File: config.mk
export PLATFORM = sky130hd
export DESIGN_NAME = imm_extend_pipe
export DESIGN_NICKNAME = d
export VERILOG_FILES = /design/src/rtl/imm_pkg.sv /design/src/rtl/imm_extend_pipe_skid_buf.sv /design/src/rtl/imm_extend_pipe.sv
export SDC_FILE = /design/constraint.sdc
export NUM_CORES = 1
export LEC_CHECK = 0
export BUFFER_PORTS_ARGS = -buffer_cell sky130_fd_sc_hd__buf_2
export CORE_UTILIZATION = 35
export DETAILED_ROUTE_END_ITERATION = 10
export PLACE_DENSITY_LB_ADDON = 0.15
export SYNTH_ARGS = -nofsm -noshare
export SYNTH_HDL_FRONTEND = slang
export SYNTH_SLANG_ARGS = --single-unit
File: constraint.sdc
create_clock -name clk -period 2.1 [get_ports clk]
set_input_delay 0.21 -clock clk [delete_from_list [all_inputs] [get_ports clk]]
set_output_delay 0.21 -clock clk [all_outputs]
set_load 0.01 [all_outputs]
File: src/rtl/imm_pkg.sv
// Shared immediate-extension definitions: mode encodings, buffer states and a
// width-generic reference extender usable by both the pipe and decode-side checkers.
package imm_pkg;

   localparam int unsigned IMM_MAX_W = 64;

   localparam logic [1:0] MODE_SEXT = 2'b00;
   localparam logic [1:0] MODE_ZEXT = 2'b01;
   localparam logic [1:0] MODE_LUI  = 2'b10;
   localparam logic [1:0] MODE_BOFF = 2'b11;

   typedef enum logic [1:0] {
      BUF_EMPTY = 2'b00,
      BUF_ONE   = 2'b01,
      BUF_TWO   = 2'b10
   } buf_state_e;

   // Widths are arguments rather than parameters so one function serves every
   // instance; callers truncate the IMM_MAX_W-bit result to their own out_w.
   function automatic logic [IMM_MAX_W-1:0] imm_extend(
      input logic [IMM_MAX_W-1:0] imm,
      input logic [1:0]           mode,
      input int unsigned          in_w,
      input int unsigned          out_w
   );
      logic [IMM_MAX_W-1:0] one;
      logic [IMM_MAX_W-1:0] in_mask;
      logic [IMM_MAX_W-1:0] out_mask;
      logic [IMM_MAX_W-1:0] raw;
      logic [IMM_MAX_W-1:0] sext;
      logic [IMM_MAX_W-1:0] res;
      one      = {{(IMM_MAX_W-1){1'b0}}, 1'b1};
      in_mask  = (one << in_w) - one;
      out_mask = (out_w >= IMM_MAX_W) ? '1 : ((one << out_w) - one);
      raw      = imm & in_mask;
      sext     = ((raw & (one << (in_w - 1))) != '0) ? (raw | ~in_mask) : raw;
      case (mode)
         MODE_SEXT: res = sext;
         MODE_ZEXT: res = raw;
         MODE_LUI:  res = raw << (out_w - in_w);
         default:   res = sext << 2;
      endcase
      return res & out_mask;
   endfunction

endpackage

File: src/rtl/imm_extend_pipe_skid_buf.sv
// Two-entry valid/ready buffer (main + skid); 1-cycle latency when empty.
// Back-pressure: in_rdy_o is registered-only (no path from out_rdy_i); drops to 0 when both entries are full.
module skid_buf
   import imm_pkg::*;
#(
   parameter int unsigned W = 8
) (
   input  logic         clk,
   input  logic         rst_n,
   input  logic         in_vld_i,
   output logic         in_rdy_o,
   input  logic [W-1:0] in_dat_i,
   output logic         out_vld_o,
   input  logic         out_rdy_i,
   output logic [W-1:0] out_dat_o
);

   buf_state_e   state_q, state_d;
   logic [W-1:0] main_q, main_d;
   logic [W-1:0] skid_q, skid_d;
   logic         rdy_q;
   logic         in_xfer;
   logic         out_xfer;

   always_ff @(posedge clk) begin
      if (!rst_n) begin
         state_q <= BUF_EMPTY;
         main_q  <= '0;
         skid_q  <= '0;
         rdy_q   <= 1'b0;
      end else begin
         state_q <= state_d;
         main_q  <= main_d;
         skid_q  <= skid_d;
         rdy_q   <= 1'b1;
      end
   end

   always_comb begin
      state_d   = state_q;
      main_d    = main_q;
      skid_d    = skid_q;
      in_rdy_o  = rst_n && rdy_q && (state_q != BUF_TWO);
      out_vld_o = (state_q != BUF_EMPTY);
      out_dat_o = main_q;
      in_xfer   = in_vld_i && in_rdy_o;
      out_xfer  = out_vld_o && out_rdy_i;

      case (state_q)
         BUF_EMPTY: begin
            if (in_xfer) begin
               main_d  = in_dat_i;
               state_d = BUF_ONE;
            end
         end
         BUF_ONE: begin
            if (in_xfer && out_xfer) begin
               main_d = in_dat_i;
            end else if (in_xfer) begin
               skid_d  = in_dat_i;
               state_d = BUF_TWO;
            end else if (out_xfer) begin
               state_d = BUF_EMPTY;
            end
         end
         BUF_TWO: begin
            // in_rdy_o is low here, so only the drain path can fire
            if (out_xfer) begin
               main_d  = skid_q;
               state_d = BUF_ONE;
            end
         end
         default: state_d = BUF_EMPTY;
      endcase
   end

endmodule

File: src/rtl/imm_extend_pipe.sv
// Pipelined immediate extender (SEXT/ZEXT/LUI/BOFF) feeding a 2-entry skid buffer; 1-cycle latency.
// Back-pressure: out_ready stalls hold outputs stable; in_ready falls only once both entries are full.
module imm_extend_pipe
   import imm_pkg::*;
#(
   parameter int unsigned IN_W  = 16,
   parameter int unsigned OUT_W = 32,
   parameter int unsigned TAG_W = 5
) (
   input  logic             clk,
   input  logic             rst_n,
   input  logic             in_valid,
   output logic             in_ready,
   input  logic [IN_W-1:0]  in_imm,
   input  logic [1:0]       in_mode,
   input  logic [TAG_W-1:0] in_tag,
   output logic             out_valid,
   input  logic             out_ready,
   output logic [OUT_W-1:0] out_data,
   output logic [TAG_W-1:0] out_tag,
   output logic             out_neg
);

   localparam int unsigned PAY_W = OUT_W + TAG_W;

   if (IN_W < 2 || OUT_W < IN_W + 2 || OUT_W > IMM_MAX_W || IN_W >= IMM_MAX_W) begin : g_bad_widths
      $error("imm_extend_pipe: need 2 <= IN_W, IN_W+2 <= OUT_W <= %0d", IMM_MAX_W);
   end

   logic [OUT_W-1:0] ext_dat;
   logic [PAY_W-1:0] pay_in;
   logic [PAY_W-1:0] pay_out;

   assign ext_dat = OUT_W'(imm_extend(IMM_MAX_W'(in_imm), in_mode, IN_W, OUT_W));
   assign pay_in  = {in_tag, ext_dat};

   skid_buf #(
      .W (PAY_W)
   ) u_skid_buf (
      .clk       (clk),
      .rst_n     (rst_n),
      .in_vld_i  (in_valid),
      .in_rdy_o  (in_ready),
      .in_dat_i  (pay_in),
      .out_vld_o (out_valid),
      .out_rdy_i (out_ready),
      .out_dat_o (pay_out)
   );

   assign out_data = pay_out[OUT_W-1:0];
   assign out_tag  = pay_out[PAY_W-1 -: TAG_W];
   assign out_neg  = out_data[OUT_W-1];

endmodule

==> summary.txt, run 1 <==
Placed design
  – Port buffer count: 66
  – Placer Congestion: 0.7864
  – DP Area: 0.003916 mm^2
  – Pre-CTS setup slack: 0.2930 ns
  – Dpl hpwl: 5867 um
  – Dpl cells: 565

Floorplan
  – Die W: 102.2 um
  – IO Pins: 67
  – Core Region: 0.009729 mm^2
  – Initial Util: 36.11%
  – # rows: 36
  – Chip height: 102.2 um
  – DIE AREA: 0.01044 mm^2

Synthesis
  – Mapped Cells: 394
  – FF+latch count, synth: 77
  – Mean post-synth cell area: 8.917 um^2
  – Post-synth ARST share: 0%
  – Seq/Total Area, Yosys: 43.87%
  – Synth area leader: dfxtp_1
  – Synth cell types: 41
  – Syn nets: 421
  – Synth top area cells: dfxtp_1 44%, a22o_1 7.2%, o21ai_0 5.3%, nor2b_1 5.0%, nor2_1 4.0%
  – Warning count from the yosys run: 0
  – Top cell type's share of synthesized area: 43.87%
  – Number of flops mapped to enable cells by yosys: 0
  – Synth Flop Type: dfxtp_1
  – Post-synthesis cell area: 0.003513 mm^2

Job
  – Max_cap viols: 0

Timing
  – Highest Clock Rate: 530.1 MHz
  – TNS Setup: 0 ns
  – RSZ-0062 raised after global routing: false
  – Final period utilization: 89.83%
  – Hold Slack: 0.1129 ns
  – Max-slew violation count: 0
  – Clock Skew: 0.005179 ns
  – Final min period: 1.886 ns
  – Measured slew at the worst slew-check pin: 1.135 ns
  – Slew Limit Headroom: 23.81%
  – Fin. Hold Viols: 0
  – Finish-stage setup viols: 0
  – PnR worst setup slack: 0.2136 ns

Worst hold path
  – Hold path cells: 3
  – Min-Delay Startpoint: in_tag[4]
  – Hold Path End: u_skid_buf.skid_q[36]$_SDFFE_PN0P_
  – Min-delay worst type: in2reg

Setup path
  – Critical path class: reg2reg
  – Crit path max fanout: 12
  – Reg2Reg Setup Slack: 0.21 ns
  – Crit start category: flip-flop
  – Crit Reg-Reg Endpoint: u_skid_buf.out_dat_o[17]$_SDFFE_PN0P_
  – R2R cell count: 4
  – Crit end category: flip-flop
  – WP data required: 2.34 ns
  – Reg2reg start: u_skid_buf.state_q[0]$_SDFFE_PN0P_
  – Worst path arrival time: 2.13 ns

Clock tree
  – Post-CTS Setup Repair Bufs: 0
  – CTS resizes: 0
  – Root Buffer: clkbuf_8
  – CTS tree: done
  – Hold-fix buffers, CTS: 0
  – Clock Latency Late Sink: 0.35 ns
  – Clock buffer depth: 2
  – Clk sinks: 77
  – Worst-path clk slew: 0.08 ns
  – H-tree lvl count: 3
  – Cts bufs inserted: 9

Finish
  – Final nets: 470
  – Post-Layout Cell Count: 581
  – Layout cells sized above 1: 24.11%
  – Commonest cells after routing, fill and taps aside: 77 x dfxtp_1, 66 x buf_2, 37 x nor2_1, 37 x o21ai_0, 31 x nand2_1
  – Inserted Diodes: 0
  – Finished Cell Area: 0.004178 mm^2
  – Area Overhead vs Synth: 18.91%
  – Most common cell after layout, fill and taps aside: dfxtp_1
  – Post-layout util: 42.94%

GRT
  – Largest net degree at the start of global routing: 62
  – Vias in the first global route: 2863
  – Total gr overflow: 0
  – First-pass GRT wire length: 14480 um
  – All-Layer GR Usage: 18.15%
  – Initial antenna violation count: 0

Route
  – Via count: 2959
  – Drt pass-1 iters: 4
  – Total wire length: 8784 um
  – Vias/cell: 5.093
  – Post-route ant nets: 0
  – DRC: 0
  – WL/cell: 15.12 um
  – DR iter-0 viols: 102

Power and ir drop
  – Overall power: 3.374 mW
  – Peak supply drop: 0.3325 mV
  – Power per cell area: 807.5 mW/mm^2
  – Leak: 1.719 nW

Outcome
  – Status: completed
[worst max path at each step]
stage	from	end	slack (ns)	cells past startpoint
detailed placement	u_skid_buf.state_q[0]$_SDFFE_PN0P_	u_skid_buf.out_dat_o[17]$_SDFFE_PN0P_	0.29	4
finish	u_skid_buf.state_q[0]$_SDFFE_PN0P_	u_skid_buf.out_dat_o[17]$_SDFFE_PN0P_	0.21	4
global route	u_skid_buf.state_q[0]$_SDFFE_PN0P_	u_skid_buf.out_dat_o[28]$_SDFFE_PN0P_	0.13	4
global placement	u_skid_buf.state_q[0]$_SDFFE_PN0P_	u_skid_buf.out_dat_o[27]$_SDFFE_PN0P_	0.33	4
CTS	u_skid_buf.state_q[0]$_SDFFE_PN0P_	u_skid_buf.out_dat_o[17]$_SDFFE_PN0P_	0.26	4
floorplan	u_skid_buf.state_q[0]$_SDFFE_PN0P_	u_skid_buf.out_dat_o[21]$_SDFFE_PN0P_	0.64	5
[cells by family (layout without fill, tap and decap cells)]
group                  count (synthesis)  after routing  share of synthesized area (%)
AO/OA/AOI/OAI                        156            156                          31.48
XOR/XNOR                               1              1                         0.2493
buffers and inverters                 40             94                          5.698
flip-flops                            77             77                          43.87
multiplexers                          12             12                          3.526
AND/OR/NAND/NOR                      108            108                          15.17
[power by group]
group | internal, mW | leakage (nW) | switching, mW
clock | 0.913 | 0.131 | 0.555
sequential | 1.50 | 0.625 | 0.0263
combinational | 0.153 | 0.963 | 0.222
[worst max-delay path: stages (launching register included)]
cell and delay [ns]:
dfxtp_1 0.46, nand2b_1 0.36, o21ai_1 0.47, a21o_1 0.31, a22o_1 0.18
[cell type report]
class,instances,area (um^2)
Clock buffer,10,127.6
Clock inverter,6,133.9
Timing Repair Buffer,75,410.4
Tap cell,133,166.4
Inverter,3,11.26
Sequential cell,77,1541
Multi-Input combinational cell,277,1787
Fill cell,986,5552
[registers in the layout, indices dropped and copies added, names as in the netlist]
signal and count:
u_skid_buf.out_dat_o 37, u_skid_buf.skid_q 37, u_skid_buf.state_q 2, u_skid_buf.rdy_q 1
[synth_stat cells, types with 3 or more instances]
master    count
dfxtp_1      77
nor2_1       37
o21ai_0      37
nand2_1      31
a22o_1       29
nor2b_1      28
a21oi_1      19
clkbuf_1     16
a31oi_1      13
buf_2        13
a21o_1       12
o21a_1       12
a211oi_2      9
mux2i_1       9
a211oi_1      8
a311oi_1      8
buf_4         5
mux2_2        3
[per-layer routing]
metal	track usage, %	vias up	part of all wire, %
met2	29.84	54	46
li1	-	1520	-
met4	6.264	0	1.6
met1	23.64	1372	49
met5	0	-	0
met3	3.762	13	3.5
(Power assumes the default switching activity.)
==> run 2: changes to the inputs <==
--- a/config.mk
+++ b/config.mk
@@ -6,6 +6,7 @@
 export NUM_CORES = 1
 export LEC_CHECK = 0
 export BUFFER_PORTS_ARGS = -buffer_cell sky130_fd_sc_hd__buf_2
+export CORE_ASPECT_RATIO = 0.7
 export CORE_UTILIZATION = 35
 export DETAILED_ROUTE_END_ITERATION = 10
 export PLACE_DENSITY_LB_ADDON = 0.15
==> summary.txt, run 2 (same netlist as run 1, synthesis figures left out) <==
GRT
  – Largest net degree at the start of global routing: 62 (unchanged)
  – Initial antenna violation count: 0 (unchanged)
  – First-pass GRT wire length: 14670 um (+1.3%)
  – Vias in the first global route: 2677 (-6.5%)
  – All-Layer GR Usage: 18.54% (+0.39 points)
  – Total gr overflow: 0 (unchanged)

Finish
  – Filler instances: 977 (-0.91%)
  – Commonest cells after routing, fill and taps aside: 77 x dfxtp_1, 66 x buf_2, 37 x nor2_1, 37 x o21ai_0, 31 x nand2_1
  – Inserted Diodes: 0 (unchanged)
  – Post-layout util: 43.55% (+0.61 points)
  – Layout cells sized above 1: 24.83% (+0.73 points)
  – Final nets: 475 (+1.1%)
  – Area Overhead vs Synth: 20.51%
  – Most common cell after layout, fill and taps aside: dfxtp_1

Floorplan
  – # rows: 30 (-17%)
  – Core Region: 0.009722 mm^2 (about the same)
  – DIE AREA: 0.01045 mm^2 (about the same)
  – Die W: 121.8 um (+19%)
  – Initial Util: 36.14% (about the same)
  – IO Pins: 67 (unchanged)
  – Chip height: 85.83 um (-16%)

Setup path
  – Crit end category: flip-flop
  – Critical path class: reg2reg
  – Worst path cell trace: nand2b_1 > o21ai_1 > a21o_1 > a22o_1
  – Top delay family on crit path: compound AO/OA/AOI/OAI gates
  – Crit path max fanout: 12 (unchanged)
  – Crit start category: flip-flop
  – WP data required: 2.33 ns (about the same)
  – Slowest-stage cell, CP: dfxtp_1
  – Worst path max stage delay: 0.44 ns (-0.03 ns)
  – WP buf/inv: 0 (unchanged)
  – Worst path arrival time: 2.10 ns (-0.03 ns)

Job
  – Max_cap viols: 0 (unchanged)

Timing
  – Fin. Hold Viols: 0 (unchanged)
  – Hold Slack: 0.07825 ns (-0.03462 ns)
  – Slew Limit Headroom: 37.45% (+14 points)
  – Final period utilization: 89.36% (-0.47 points)
  – RSZ-0062 raised after global routing: false
  – TNS Setup: 0 ns (unchanged)
  – Highest Clock Rate: 532.9 MHz (+0.52%)
  – PnR worst setup slack: 0.2235 ns (+0.009842 ns)
  – Clock Skew: 0.006610 ns (+0.001431 ns)
  – Final min period: 1.877 ns (-0.009842 ns)
  – Max-slew violation count: 0 (unchanged)
  – Measured slew at the worst slew-check pin: 0.9320 ns (-0.2033 ns)
  – Finish-stage setup viols: 0 (unchanged)

Clock tree
  – H-tree lvl count: 3 (unchanged)
  – Worst-path clk slew: 0.06 ns (-0.02 ns)
  – Clk sinks: 77 (unchanged)
  – Root Buffer: clkbuf_16
  – Hold-fix buffers, CTS: 0 (unchanged)
  – CTS resizes: 0 (unchanged)
  – Clock Latency Late Sink: 0.33 ns (-0.02 ns)
  – Clock buffer depth: 2 (unchanged)
  – Post-CTS Setup Repair Bufs: 0 (unchanged)
  – Cts bufs inserted: 9 (unchanged)
  – CTS tree: done

Power and ir drop
  – Peak supply drop: 0.3477 mV (+4.6%)
  – Overall power: 3.423 mW (+1.5%)
  – Power per cell area: 808.4 mW/mm^2 (+0.11%)
  – Leak: 1.752 nW (+1.9%)

Placed design
  – Placer Congestion: 0.7753 (-1.4%)
  – Pre-CTS setup slack: 0.07942 ns (-0.2136 ns)
  – Dpl hpwl: 6263 um (+6.7%)
  – Port buffer count: 66 (unchanged)

Route
  – DR iter-0 viols: 173 (+70%)
  – Post-route ant nets: 0 (unchanged)
  – Drt pass-1 iters: 4 (unchanged)
  – Vias/cell: 5.128 (+0.68%)
  – Total wire length: 9155 um (+4.2%)
  – Via count: 2969 (+0.34%)
  – WL/cell: 15.81 um (+4.6%)
  – DRC: 0 (unchanged)

Outcome
  – Status: completed

Worst hold path
  – Min-delay worst type: in2reg
run 2: per-stage QoR:
step                      instance area, um^2  instances
after floorplan                          3513        394
after global placement                   3948        565
after detailed placement                 3948        565
after CTS                                4227        579
after global routing                     4234        579
final                                    4234        579
run 2: final cells by class:
| class | count | area, um^2 | share of cell area, % |
|---|---|---|---|
| clock buffer | 9 | 225.2 | 5.319 |
| clock inverter | 5 | 53.80 | 1.271 |
| inverter | 3 | 11.26 | 0.2660 |
| multi-input combinational | 277 | 1794 | 42.38 |
| sequential | 77 | 1541 | 36.41 |
| tap | 128 | 160.2 | 3.783 |
| timing repair buffer | 80 | 447.9 | 10.58 |
run 2: path summary, 6_finish.rpt:
kind	from	endpoint	slack, ns	cells past startpoint
max	u_skid_buf.state_q[0]$_SDFFE_PN0P_	u_skid_buf.out_dat_o[29]$_SDFFE_PN0P_	0.22	4
min	rst_n	u_skid_buf.rdy_q$_DFF_P_	0.08	1
max reg2reg	u_skid_buf.state_q[0]$_SDFFE_PN0P_	u_skid_buf.out_dat_o[29]$_SDFFE_PN0P_	0.22	4
min reg2reg	u_skid_buf.skid_q[34]$_SDFFE_PN0P_	u_skid_buf.out_dat_o[34]$_SDFFE_PN0P_	0.47	2
run 2: per-layer routing:
layer | up-vias | GRT usage (%) | share of wire (%)
li1 | 1528 | - | -
met1 | 1372 | 27.09 | 54
met2 | 63 | 26.50 | 41
met3 | 6 | 4.322 | 3.9
met4 | 0 | 6.061 | 0.88
met5 | - | 0 | 0
run 2: where the power goes:
part / switching, mW / internal (mW) / total (mW)
clock: 0.598 / 0.902 / 1.50
sequential: 0.0260 / 1.51 / 1.53
combinational: 0.230 / 0.160 / 0.390
run 2: worst reg2reg max path, cell delays in order, from the launching register on:
cell,delay [ns]
dfxtp_1,0.44
nand2b_1,0.42
o21ai_1,0.44
a21o_1,0.30
a22o_1,0.17
